$ cat src/rtl/demapper.sv
// demapper
// Receive-side C-PHY high-speed symbol demapper. One 7-symbol group, given as
// per-symbol Flip / Rotation / Polarity bits, is decoded back into the 16-bit
// word it carries. Flip patterns that carry no code are flagged. The decode is
// combinational and the word and flag are captured together in one register
// stage, so the latency is one clock and the throughput is one group per clock.
//
// Ports
//   clk              rising-edge clock
//   rst_n            synchronous active-low reset; clears the outputs
//   RxFlip[6:0]      flip bit of symbol k at bit k
//   RxRotation[6:0]  rotation bit of symbol k at bit k
//   RxPolarity[6:0]  polarity bit of symbol k at bit k
//   RxDataHS[15:0]   decoded word (0 when invalid)
//   RxInvalidCodeHS  high when the captured group had an illegal flip pattern
module demapper (
    input  logic        clk,
    input  logic        rst_n,
    input  logic [6:0]  RxFlip,
    input  logic [6:0]  RxRotation,
    input  logic [6:0]  RxPolarity,
    output logic [15:0] RxDataHS,
    output logic        RxInvalidCodeHS
);

    // Rotation/polarity pair per symbol, rotation as the MSB.
    logic [1:0] rp [7];

    generate
        for (genvar gi = 0; gi < 7; gi++) begin : g_rp
            assign rp[gi] = {RxRotation[gi], RxPolarity[gi]};
        end
    endgenerate

    logic [13:0] payload;
    logic [2:0]  flip_count;
    logic [2:0]  flip_pos;
    logic [3:0]  pair_code;
    logic        pair_ok;
    logic [15:0] data_next;
    logic        invalid_next;
    logic [15:0] data_reg;
    logic        invalid_reg;

    // Compact the pairs of the non-flipped symbols, highest symbol first.
    // Shifting left on each kept symbol leaves the payload right-aligned, so
    // with n flips the low 14-2n bits hold exactly the 7-n kept pairs.
    always_comb begin
        payload    = '0;
        flip_count = '0;
        flip_pos   = '0;
        for (int k = 6; k >= 0; k--) begin
            if (RxFlip[k]) begin
                flip_count = flip_count + 3'd1;
                flip_pos   = 3'(k);
            end else begin
                payload = {payload[11:0], rp[k]};
            end
        end
    end

    // Two-flip pattern to 4-bit code. The remaining five two-flip patterns
    // (0x28, 0x48, 0x30, 0x50, 0x60) have no code.
    always_comb begin
        pair_code = 4'h0;
        pair_ok   = 1'b1;
        case (RxFlip)
            7'h03: pair_code = 4'h0;
            7'h05: pair_code = 4'h1;
            7'h06: pair_code = 4'h2;
            7'h0A: pair_code = 4'h3;
            7'h12: pair_code = 4'h4;
            7'h22: pair_code = 4'h5;
            7'h42: pair_code = 4'h6;
            7'h09: pair_code = 4'h7;
            7'h11: pair_code = 4'h8;
            7'h21: pair_code = 4'h9;
            7'h41: pair_code = 4'hA;
            7'h0C: pair_code = 4'hB;
            7'h14: pair_code = 4'hC;
            7'h24: pair_code = 4'hD;
            7'h44: pair_code = 4'hE;
            7'h18: pair_code = 4'hF;
            default: pair_ok = 1'b0;
        endcase
    end

    always_comb begin
        data_next    = 16'h0000;
        invalid_next = 1'b0;
        case (flip_count)
            3'd0: data_next = {2'b00, payload};
            // Prefix k+4 lands in 4..A, keeping clear of the 0x0/0x3 and
            // 0xC..0xF prefixes used by the other paths.
            3'd1: data_next = {({1'b0, flip_pos} + 4'd4), payload[11:0]};
            3'd2: begin
                if (pair_ok) begin
                    data_next = {2'b11, pair_code, payload[9:0]};
                end else begin
                    invalid_next = 1'b1;
                end
            end
            default: invalid_next = 1'b1;
        endcase
    end

    always_ff @(posedge clk) begin
        if (!rst_n) begin
            data_reg    <= 16'h0000;
            invalid_reg <= 1'b0;
        end else begin
            data_reg    <= data_next;
            invalid_reg <= invalid_next;
        end
    end

    assign RxDataHS        = data_reg;
    assign RxInvalidCodeHS = invalid_reg;

endmodule

$ cat config.mk
export PLATFORM = sky130hd
export DESIGN_NAME = demapper
export DESIGN_NICKNAME = d
export VERILOG_FILES = /design/src/rtl/demapper.sv
export SDC_FILE = /design/constraint.sdc
export NUM_CORES = 1
export LEC_CHECK = 0
export ABC_CLOCK_PERIOD_IN_PS = 4800
export BUFFER_PORTS_ARGS = -buffer_cell sky130_fd_sc_hd__buf_2
export CORE_ASPECT_RATIO = 1.75
export CORE_MARGIN = 4
export CORE_UTILIZATION = 51
export CTS_CLUSTER_DIAMETER = 30
export DETAILED_ROUTE_END_ITERATION = 6
export GPL_ROUTABILITY_DRIVEN = 0
export PLACE_DENSITY = 0.86
export RECOVER_POWER = 50
export SYNTH_ARGS = -nofsm -noshare
export SYNTH_HDL_FRONTEND = slang
export SYNTH_SLANG_ARGS = --single-unit
$ cat constraint.sdc
create_clock -name clk -period 4.8 [get_ports clk]
set_input_delay 0.48 -clock clk [delete_from_list [all_inputs] [get_ports clk]]
set_output_delay 0.48 -clock clk [all_outputs]
set_load 0.05 [all_outputs]
# [Yosys cells after proc, flatten, opt, wreduce, memory -nomap -nowiden]
# Index checks and enable logic that the tools add are counted.
[totals] regBits=17 inputBits=23 output_inout_bits=17 wordCells=57
[op_classes] addsub=7 eq_ne=18 muxes=27 n_reduce_logical=3
[ops] operator="14-bit two-way mux" n=6
[ops] operator="4-bit case mux with 15 select lines" n=1
[ops] operator="16-bit case mux with 3 select lines" n=1
[ops] operator="3-bit two-way mux" n=13
[ops] operator="7-bit by 5-bit == test with 1-bit output, second input constant" n=4
[ops] operator="7-bit by 4-bit == test with 1-bit output, second input constant" n=3
[ops] operator="7-bit by 6-bit == test with 1-bit output, second input constant" n=3
[ops] operator="7-bit == test, second input constant" n=3
[ops] operator="3-bit by 1-bit adder with 3-bit output, second input constant" n=6
[ops] operator="16-bit two-way mux" n=1
[ops] operator="16-bit OR reduction" n=1
[ops] operator="7-bit by 3-bit == test with 1-bit output, second input constant" n=2
[ops] operator="7-bit by 2-bit == test with 1-bit output, second input constant" n=1
[ops] operator="3-bit by 3-bit adder with 4-bit output, second input constant" n=1
[ops] operator="3-bit by 1-bit == test with 1-bit output, second input constant" n=1
[ops] operator="3-bit by 2-bit == test with 1-bit output, second input constant" n=1
[ops] operator="3-bit zero test" n=1
[ops] operator="1-bit two-way mux" n=3
[ops] operator="2-bit two-way mux" n=1
[ops] operator="1-bit case mux with 2 select lines" n=1
[ops] operator="2-bit OR reduction" n=1

# [Depth between registers and ports, before layout]
# Gate-level depths: netlist (run 1).
[logic_depth] ltp_word=16 ltp_mapped=23 depth_no_buf=20

# [Worst setup path before layout (run 1)]
# Ideal clock, no wire load.
[synth_timing] kind="input port to flip-flop" from="input RxFlip[6]" to="register data_reg[10] (netlist: RxDataHS[10])" setup_time_ns=0.059 arrival_ns=5.011 required_time_ns=4.741 slack_ns=-0.270 stages=23 n_path_buf=3 cell_sequence="clkbuf_1 > clkbuf_1 > inv_1 > ha_1 > clkbuf_1 > xnor2_1 > inv_1 > ha_1 > mux2_2 > ha_1 > nor2b_1 > nor3_1 > ha_1 > nand2_1 > o21a_1 > inv_1 > ha_1 > nand2_1 > xnor3_1 > xnor2_1 > nand2_1 > a211oi_1 > o21a_1"
[synth_between] elab_chain_cells=15 word_cells_on_any_way=44 classes_between="add/sub: 6; eq/ne: 18; mux: 18; reduce/logical: 2"
[synth_rtl] item="start: declaration" line_no="19" text="input logic [6:0] RxFlip,"
[synth_rtl] item="1-bit two-way mux" line_no="53" text="if (RxFlip[k]) begin"
[synth_rtl] item="3-bit by 1-bit adder with 3-bit output" line_no="54" text="flip_count = flip_count + 3'd1;"
[synth_rtl] item="3-bit two-way mux" line_no="53"
[synth_rtl] item="3-bit by 1-bit adder with 3-bit output" line_no="54"
[synth_rtl] item="3-bit two-way mux" line_no="53"
[synth_rtl] item="3-bit by 1-bit adder with 3-bit output" line_no="54"
[synth_rtl] item="3-bit two-way mux" line_no="53"
[synth_rtl] item="3-bit by 1-bit adder with 3-bit output" line_no="54"
[synth_rtl] item="3-bit two-way mux" line_no="53"
[synth_rtl] item="3-bit by 1-bit adder with 3-bit output" line_no="54"
[synth_rtl] item="3-bit two-way mux" line_no="53"
[synth_rtl] item="3-bit by 1-bit adder with 3-bit output" line_no="54"
[synth_rtl] item="3-bit two-way mux" line_no="53"
[synth_rtl] item="3-bit by 2-bit == test with 1-bit output (tied with other cells)" line_no="91" text="case (flip_count)"
[synth_rtl] item="16-bit case mux with 3 select lines (*)" line_no="91"
[synth_rtl] item="end signal: assignment" line_no="112" text="data_reg <= data_next;"
[synth_rtl] item="end: declaration" line_no="42" text="logic [15:0] data_reg;"
# Every way passes the cells marked *; elsewhere a longest branch is shown, timed or not.
# A chain may end at the register's enable or synchronous reset.

# [Worst setup path in the final report (run 1)]
[layout_timing] from="input RxFlip[6]" to="register data_reg[3] (netlist: RxDataHS[3])"
# The elaborated chain is that of the path after synthesis.

==> flow_summary.toml, run 1 <==
[critical_path]
path_cells = "buf_2 -> buf_4 -> ha_1 -> inv_1 -> o21ai_0 -> ha_1 -> mux2_2 -> ha_1 -> nor2b_1 -> nor3_1 -> ha_1 -> nand2_1 -> o21a_1 -> inv_1 -> ha_1 -> nand2_1 -> xnor3_1 -> xnor2_2 -> nand2_1 -> buf_4 -> a2111oi_2"
cp_slowest_stage_delay_ns = 0.43
cp-end-kind = "flop"
arrival_ns = 4.56
critPathKind = "in -> reg"
worstSetupStartpointType = "primary input"
path_buf_inv = 5
cp_slowest_cell = "xnor3_1"
critPathTopFamily = "adder cells"
crit_path_frequent_cell = "ha_1"
required_ns = 4.94
crit_path_max_fanout = 22

[yosys]
synthDistinctLibCells = 63
ys_seq_area_share_pct = 15.8
synth-main-ff-cell = "dfxtp_1"
synth_fa_ha_area_share_pct = 4.64
synthXorXnorAreaFrac_pct = 8.35
synth_top_family_by_area = "compound AO/OA/AOI/OAI gates"
synthMuxAreaShare_pct = 3.77
syn-num-nets = 307
synth_async_sr_flop_share_pct = 0
synth_compound_area_share_pct = 34.2
synth-edff-count = 0
syn_avg_cell_area_um2 = 7.82
synth-seq-cells = 17
syn_inst = 276
ys.warnings.count = 0
synthSimpleGateAreaFrac_pct = 25.9
synth_area_um2 = 2160

[timing]
worst_pin_slew_ns = 0.708
period_needed_ns = 4.42
hold_viol_final = 0
slew_headroom_pct = 52.8
finalSetupViolCount = 0
rsz0062_at_grt = "false"
tns_ns = 0
slew_violations = 0
max_freq_mhz = 226
period_share_pct = 92.0

[layout]
layout_commonest_cell = "nor2_1"
fill_cells = 410
mostFrequentLayoutCells = "nor2_1 (24), nand2_1 (22), buf_2 (22)"
multiInputGateArea_um2 = 1680
final_nets = 335
register_area_um2 = 340
fin_cells = 352
area_growth_pct = 11.4
diodes = 0
drive_above_1_share_pct = 18.5

[floorplanning]
die-area_um2 = 5370
fp.dieW_um = 57.2
core_area_um2 = 4110
std_cell_rows = 31
dieHeight_um = 94.0
start_util_pct = 52.5
io_pins = 40

[detailed_routing]
vias_per_cell = 6.39
drtIter0Drc = 107
drc = 0
wire_per_inst_um = 16.7
ant_nets = 0
via_count = 2250
wirelength_um = 5870
dr.pass1.iters = 5

[placed_design]
port_buffers = 39
hpwl_um = 4450
dpl.cell_count = 348

[global_route]
grt_max_degree = 35
grt_pass1_wl_um = 10000
grt_usage_pct = 22.8
grt.overflow.total = 0
grt_pass1_vias = 2209
antenna_found_initial = 0

[clocking]
root_buffer = "clkbuf_8"
cts_hold_buf = 0
numCtsBuffers = 3
cts.htree.levels = 1
cts.reportedPaths.clkPinSlew_ns = 0.06
cts_tree = "yes"
cts_sinks = 17
cts.path.max_buffers = 2

[pwr]
peakVddDrop_mv = 0.256
p_leak_nw = 0.882
p_per_area_nw_per_um2 = 279

[flow_run]
maxCapViolations = 0

[worst_hold_path]
hp-class = "in -> reg"

[outcome]
status = "finished clean"
[through the flow]
stage	cell area [um2]	total power, mW	utilization, %	worst slack, ns	hold WS (ns)
after global placement	2370	0.555	57.6	0.191	0.730
final	2400	0.670	58.4	0.383	0.463
after CTS	2420	0.674	58.8	0.306	0.462
after floorplan	2170	0.488	-	0.0130	0.598
after detailed placement	2370	0.565	57.6	0.0374	0.731
after global routing	2400	0.716	58.4	0.0147	0.457
[worst paths after layout]
| check | startpoint | endpoint | slack [ns] | cells after the start |
|---|---|---|---|---|
| min | rst_n | RxInvalidCodeHS | 0.46 | 2 |
| max | RxFlip[6] | RxDataHS[3] | 0.38 | 21 |
[routing by layer]
metal	track usage [%]	up-vias	wire, um
li1	-	1084	-
met1	25.6	1051	2210
met2	39.8	88	3020
met3	3.16	27	339
met4	13.7	0	302
met5	0	-	0
[where the power goes]
| group | total [mW] | switching [mW] | leakage [nW] | internal [mW] |
|---|---|---|---|---|
| clock | 0.105 | 0.0478 | 0.0255 | 0.0576 |
| combinational | 0.400 | 0.274 | 0.718 | 0.126 |
| sequential | 0.165 | 0.00521 | 0.138 | 0.160 |
[cell usage after synthesis (3+ instances only)]
master / n / area share (%)
o21ai_0: 16 / 3.7
inv_1: 10 / 1.7
xnor2_1: 14 / 5.7
a21oi_1: 4 / 0.93
xor2_1: 4 / 1.6
o22ai_1: 3 / 0.87
dfxtp_1: 17 / 16
clkbuf_1: 13 / 2.3
nor4_1: 6 / 1.7
nand3_1: 5 / 1.2
buf_2: 6 / 1.4
a211oi_1: 4 / 1.4
o211ai_1: 4 / 1.4
o211a_1: 3 / 1.4
a2111oi_2: 4 / 2.8
a31oi_1: 8 / 2.3
nand2_1: 22 / 3.8
a2111oi_4: 4 / 5.1
nor3_1: 11 / 2.6
nor2_1: 24 / 4.2
nand3b_1: 4 / 1.4
nand2b_1: 10 / 2.9
nor2b_1: 4 / 1.2
mux2i_1: 7 / 3.2
ha_1: 8 / 4.6
o21a_1: 9 / 3.1
nor3b_1: 3 / 1.0
or3_1: 3 / 0.87
[cell type report]
class,count,share of cell area [%]
Timing Repair Buffer,47,9.74
Inverter,11,1.72
Clock inverter,1,0.208
Multi-Input combinational cell,224,69.9
Sequential cell,17,14.2
Clock buffer,3,1.72
Tap cell,49,2.55
[what timing repair did]
item                       in CTS  in global routing
setup endpoints to repair       0                 15
gates resized for setup         0                  1
hold endpoints to repair        0                  0
setup buffers                   0                  0
[flip-flops by register name, summed over array words and instances, names as in the netlist]
signal	flops
RxDataHS	16
RxInvalidCodeHS	1
[cells by family after synthesis]
group	count (synthesis)
and+or+nand+nor	104
AOI/OAI and AO/OA	85
buffers and inverters	35
xor gates and xnor gates	19
DFF	17
muxes	8
adders and majority gates	8
Power figures use the tool's default switching activity.
==> inputs of run 2 (changes only) <==
==> config.mk (replaced) <==
export PLATFORM = sky130hd
export DESIGN_NAME = demapper
export DESIGN_NICKNAME = d
export VERILOG_FILES = /design/src/rtl/demapper.sv
export SDC_FILE = /design/constraint.sdc
export NUM_CORES = 1
export LEC_CHECK = 0
export ABC_CLOCK_PERIOD_IN_PS = 4300
export BUFFER_PORTS_ARGS = -buffer_cell sky130_fd_sc_hd__buf_2
export CELL_PAD_IN_SITES_DETAIL_PLACEMENT = 1
export CELL_PAD_IN_SITES_GLOBAL_PLACEMENT = 1
export CORE_ASPECT_RATIO = 1.75
export CORE_MARGIN = 4
export CORE_UTILIZATION = 41
export CTS_CLUSTER_DIAMETER = 30
export DETAILED_ROUTE_END_ITERATION = 6
export GPL_ROUTABILITY_DRIVEN = 0
export PLACE_DENSITY = 0.89
export RECOVER_POWER = 50
export SKIP_CTS_REPAIR_TIMING = 1
export SYNTH_ARGS = -nofsm -noshare
export SYNTH_HDL_FRONTEND = slang
export SYNTH_SLANG_ARGS = --single-unit
==> constraint.sdc (replaced) <==
create_clock -name clk -period 4.3 [get_ports clk]
set_input_delay 0.43 -clock clk [delete_from_list [all_inputs] [get_ports clk]]
set_output_delay 0.43 -clock clk [all_outputs]
set_load 0.05 [all_outputs]
==> run 2 against run 1 <==
Utilization shrank 7.3 points. Worst setup slack lost 0.42 ns. The run now ends with setup timing left. Combinational power grew 34%. Design area grew 6.9%. Routed wire length grew 29%. First-iteration DRC count shrank 15%. Flip-flop and latch count is the same. Largest cell class unchanged. Via count grew 3.3%. Critical endpoint is now RxDataHS[15]. Global-route usage shrank 1.1 points. Clock power grew 14%. Worst hold slack lost 0.031 ns. Total power grew 26%. Largest power group unchanged.
==> flow_summary.toml, run 2 (synthesis gave the netlist of run 1 again) <==
[clocking]
root_buffer = "clkbuf_8"
cts.path.max_buffers = 2
numCtsBuffers = 3
cts.htree.levels = 1
cts_tree = "yes"
cts.reportedPaths.clkPinSlew_ns = 0.06
cts_sinks = 17

[timing]
max_freq_mhz = 231
slew_violations = 0
slew_headroom_pct = 46.1
finalSetupViolCount = 1
period_needed_ns = 4.34
holdWs_ns = 0.432
period_share_pct = 101
hold_viol_final = 0
worst_pin_slew_ns = 0.805
worst_slack_ns = -0.0369

[layout]
final_nets = 341
diodes = 0
fill_cells = 636
finish.utilization_pct = 51.1
drive_above_1_share_pct = 23.3
fin_cells = 363
mostFrequentLayoutCells = "nor2_1 (24), buf_2 (22), nand2_1 (21)"
layout_commonest_cell = "nor2_1"
area_growth_pct = 19.0
largest_reg_flops = 16
design_area_um2 = 2570

[floorplanning]
start_util_pct = 43.0
core_area_um2 = 5020
fp.dieW_um = 62.8
dieHeight_um = 104
std_cell_rows = 34
io_pins = 40
die-area_um2 = 6530

[global_route]
antenna_found_initial = 0
grt.overflow.total = 0
grt_pass1_vias = 2484
grt_max_degree = 35
grt_pass1_wl_um = 11900
grt_usage_pct = 21.8

[pwr]
p_per_area_nw_per_um2 = 329
peakVddDrop_mv = 0.326
p_leak_nw = 0.919

[detailed_routing]
wire_per_inst_um = 20.9
vias_per_cell = 6.40
dr.pass1.iters = 4
drtIter0Drc = 91
ant_nets = 0
wirelength_um = 7580
via_count = 2325
drc = 0

[critical_path]
worstSetupStartpointType = "primary input"
critPathKind = "in -> reg"
cp-end-kind = "flop"
required_ns = 4.50
arrival_ns = 4.54
crit_path_max_fanout = 4

[flow_run]
maxCapViolations = 0

[worst_hold_path]
holdPathEnd = "RxInvalidCodeHS"
holdPathStages = 2
hp-class = "in -> reg"
hold_start = "rst_n"

[placed_design]
placed_cell_area_um2 = 2450
pre_cts_slack_ns = -0.221
port_buffers = 39
hpwl_um = 5490
dpl.cell_count = 358

[outcome]
status = "finished with violations"
violations = "setup timing"
==> run 2: worst max-delay path by stage <==
stage / startpoint / end / slack (ns) / cells after the start
2_1_floorplan: RxFlip[6] / RxDataHS[9] / 0.01 / 23
3_3_place_gp: RxFlip[5] / RxDataHS[2] / 0.04 / 21
3_5_place_dp: RxFlip[5] / RxDataHS[2] / -0.22 / 21
4_1_cts: RxFlip[5] / RxDataHS[2] / 0.02 / 21
5_1_grt: RxFlip[5] / RxDataHS[15] / -0.17 / 21
6_report: RxFlip[5] / RxDataHS[15] / -0.04 / 21
==> run 2: routing by layer <==
layer | part of all wire (%) | track usage [%] | vias up
met5 | 0 | 0 | -
met4 | 4.7 | 12.5 | 0
met3 | 4.0 | 2.27 | 30
met2 | 55 | 39.7 | 79
met1 | 36 | 23.8 | 1124
li1 | - | - | 1092
==> run 2: cell type report <==
type / count / area, um2 / share of cell area [%]
flip-flops and latches: 17 / 340 / 13.3
well taps: 54 / 67.6 / 2.63
multi-input cells: 224 / 1790 / 69.6
inverters: 11 / 41.3 / 1.61
clock buffers: 4 / 45.0 / 1.75
repair buffers: 53 / 287 / 11.2
==> run 2: power breakdown <==
group	total, mW	switching, mW	leakage (nW)	internal (mW)
Sequential	0.186	0.00767	0.138	0.179
Combinational	0.538	0.364	0.758	0.174
Clock	0.120	0.0540	0.0228	0.0660
==> run 2: stage by stage <==
stage,power [mW],setup TNS [ns]
floorplan,0.565,0
global placement,0.647,0
detailed placement,0.666,-2.40
CTS,0.788,0
global route,0.895,-0.573
finish,0.845,-0.0369
==> run 2: worst max-delay path: stages <==
cell and delay [ns]:
buf_2 0.10, inv_1 0.07, ha_2 0.38, xnor2_4 0.12, inv_1 0.06, ha_1 0.29, mux2_2 0.28, ha_1 0.28
nor2b_2 0.14, nor3_2 0.06, ha_1 0.33, nand2_1 0.11, o21a_1 0.18, inv_1 0.08, ha_1 0.19, nand2_1 0.08
xnor3_2 0.31, xnor2_4 0.24, o211ai_1 0.26, nor3b_1 0.35, o21a_1 0.17
==> inputs of run 3 (changes only) <==
--- a/config.mk
+++ b/config.mk
@@ -10,7 +10,6 @@
 export CELL_PAD_IN_SITES_DETAIL_PLACEMENT = 1
 export CELL_PAD_IN_SITES_GLOBAL_PLACEMENT = 1
 export CORE_ASPECT_RATIO = 1.75
-export CORE_MARGIN = 4
 export CORE_UTILIZATION = 41
 export CTS_CLUSTER_DIAMETER = 30
 export DETAILED_ROUTE_END_ITERATION = 6
==> run 3 against run 2 <==
The run ends with DRC left. Clock power is essentially flat. First-iteration DRC count down 34%. Utilization rose by 0.075 points. Worst setup slack better by 0.26 ns. Fmax grew 6.4%. Routed wire length fell by 7.1%. Final cell count decreased by 0.28%. Critical endpoint unchanged. Largest cell class unchanged. Highest routed layer unchanged.
==> flow_summary.toml, run 3 (synthesis gave the netlist of run 1 again) <==
[timing]
finalSetupViolCount = 0
hold_viol_final = 0
worst_pin_slew_ns = 0.915
holdWs_ns = 0.414
max_freq_mhz = 245
rsz0062_at_grt = "false"
slew_violations = 0
period_needed_ns = 4.08
period_share_pct = 94.8
slew_headroom_pct = 38.8

[layout]
largest_reg_flops = 16
fin_cells = 362
drive_above_1_share_pct = 24.4
diodes = 0
area_growth_pct = 19.2
layout_commonest_cell = "nor2_1"
register_area_um2 = 340
final_nets = 340
fill_cells = 646
design_area_um2 = 2570
multiInputGateArea_um2 = 1790
mostFrequentLayoutCells = "nor2_1 (24), nand2_1 (22), buf_2 (22)"

[detailed_routing]
ant_nets = 0
dr.pass1.iters = 6
drc = 4
via_count = 2275
wirelength_um = 7040
vias_per_cell = 6.28
drtIter0Drc = 60
wire_per_inst_um = 19.4

[outcome]
status = "finished with violations"
violations = "DRC"

[clocking]
numCtsBuffers = 3
cts_tree = "yes"
root_buffer = "clkbuf_8"
cts.htree.levels = 1
cts_sinks = 17
cts.path.max_buffers = 2
cts.reportedPaths.clkPinSlew_ns = 0.06

[global_route]
grt_pass1_wl_um = 11200
grt_usage_pct = 25.1
grt_max_degree = 35
antenna_found_initial = 0
grt_pass1_vias = 2263
grt.overflow.total = 0

[floorplanning]
dieHeight_um = 98.0
die-area_um2 = 5570
start_util_pct = 43.0
fp.dieW_um = 56.8
io_pins = 40
std_cell_rows = 34
core_area_um2 = 5020

[critical_path]
crit_path_max_fanout = 5
required_ns = 4.50
critPathKind = "in -> reg"
cp-end-kind = "flop"
worstSetupStartpointType = "primary input"
arrival_ns = 4.27

[placed_design]
port_buffers = 39
hpwl_um = 5210
placed_cell_area_um2 = 2450
dpl.cell_count = 357

[flow_run]
maxCapViolations = 0

[pwr]
peakVddDrop_mv = 0.264
p_leak_nw = 0.923
p_per_area_nw_per_um2 = 324

[worst_hold_path]
hp-class = "in -> reg"
-- run 3: metal layers --
layer / GRT usage [%] / routed length (um) / vias up
met3: 3.44 / 236 / 19
met2: 45.6 / 3730 / 57
li1: - / - / 1087
met1: 28.2 / 2790 / 1112
met4: 11.4 / 284 / 0
met5: 0 / 0 / -
-- run 3: stage by stage --
step           setup TNS, ns  power (mW)  setup WS [ns]  util [%]
2_1_floorplan              0       0.565         0.0112         -
3_3_place_gp               0       0.662         0.0666      48.9
4_1_cts                    0       0.799          0.109      49.8
6_report                   0       0.834          0.225      51.2
3_5_place_dp          -0.443       0.676         -0.125      48.9
5_1_grt                    0       0.879        0.00810      51.2
-- run 3: worst max-delay path, cell delays in order --
cell and delay [ns]:
buf_2 0.12, inv_2 0.12, ha_4 0.24, xnor2_4 0.14, inv_1 0.06, ha_1 0.29, mux2_2 0.28, ha_1 0.29
nor2b_2 0.16, nor3_2 0.07, ha_1 0.31, nand2_1 0.09, o21a_1 0.16, inv_1 0.04, ha_1 0.16, nand2_1 0.07
xnor3_1 0.25, xnor2_2 0.18, buf_4 0.16, o211ai_1 0.19, nor3b_2 0.30, o21a_1 0.15
-- run 3: area by class of cell --
class | instances | share of cell area [%]
Clock buffer | 4 | 1.75
Sequential cell | 17 | 13.2
Inverter | 11 | 1.61
Timing Repair Buffer | 52 | 11.0
Tap cell | 54 | 2.63
Multi-Input combinational cell | 224 | 69.7
-- run 3: final timing paths --
path	slack [ns]	cells after the start	to	start
hold / removal	0.41	2	RxInvalidCodeHS	rst_n
setup / recovery	0.22	22	RxDataHS[15]	RxFlip[6]
-- run 3: power by group --
part	switching (mW)	leakage [nW]	internal (mW)	total, mW
registers	0.00559	0.138	0.178	0.184
logic	0.355	0.762	0.177	0.532
clock network	0.0521	0.0228	0.0658	0.118
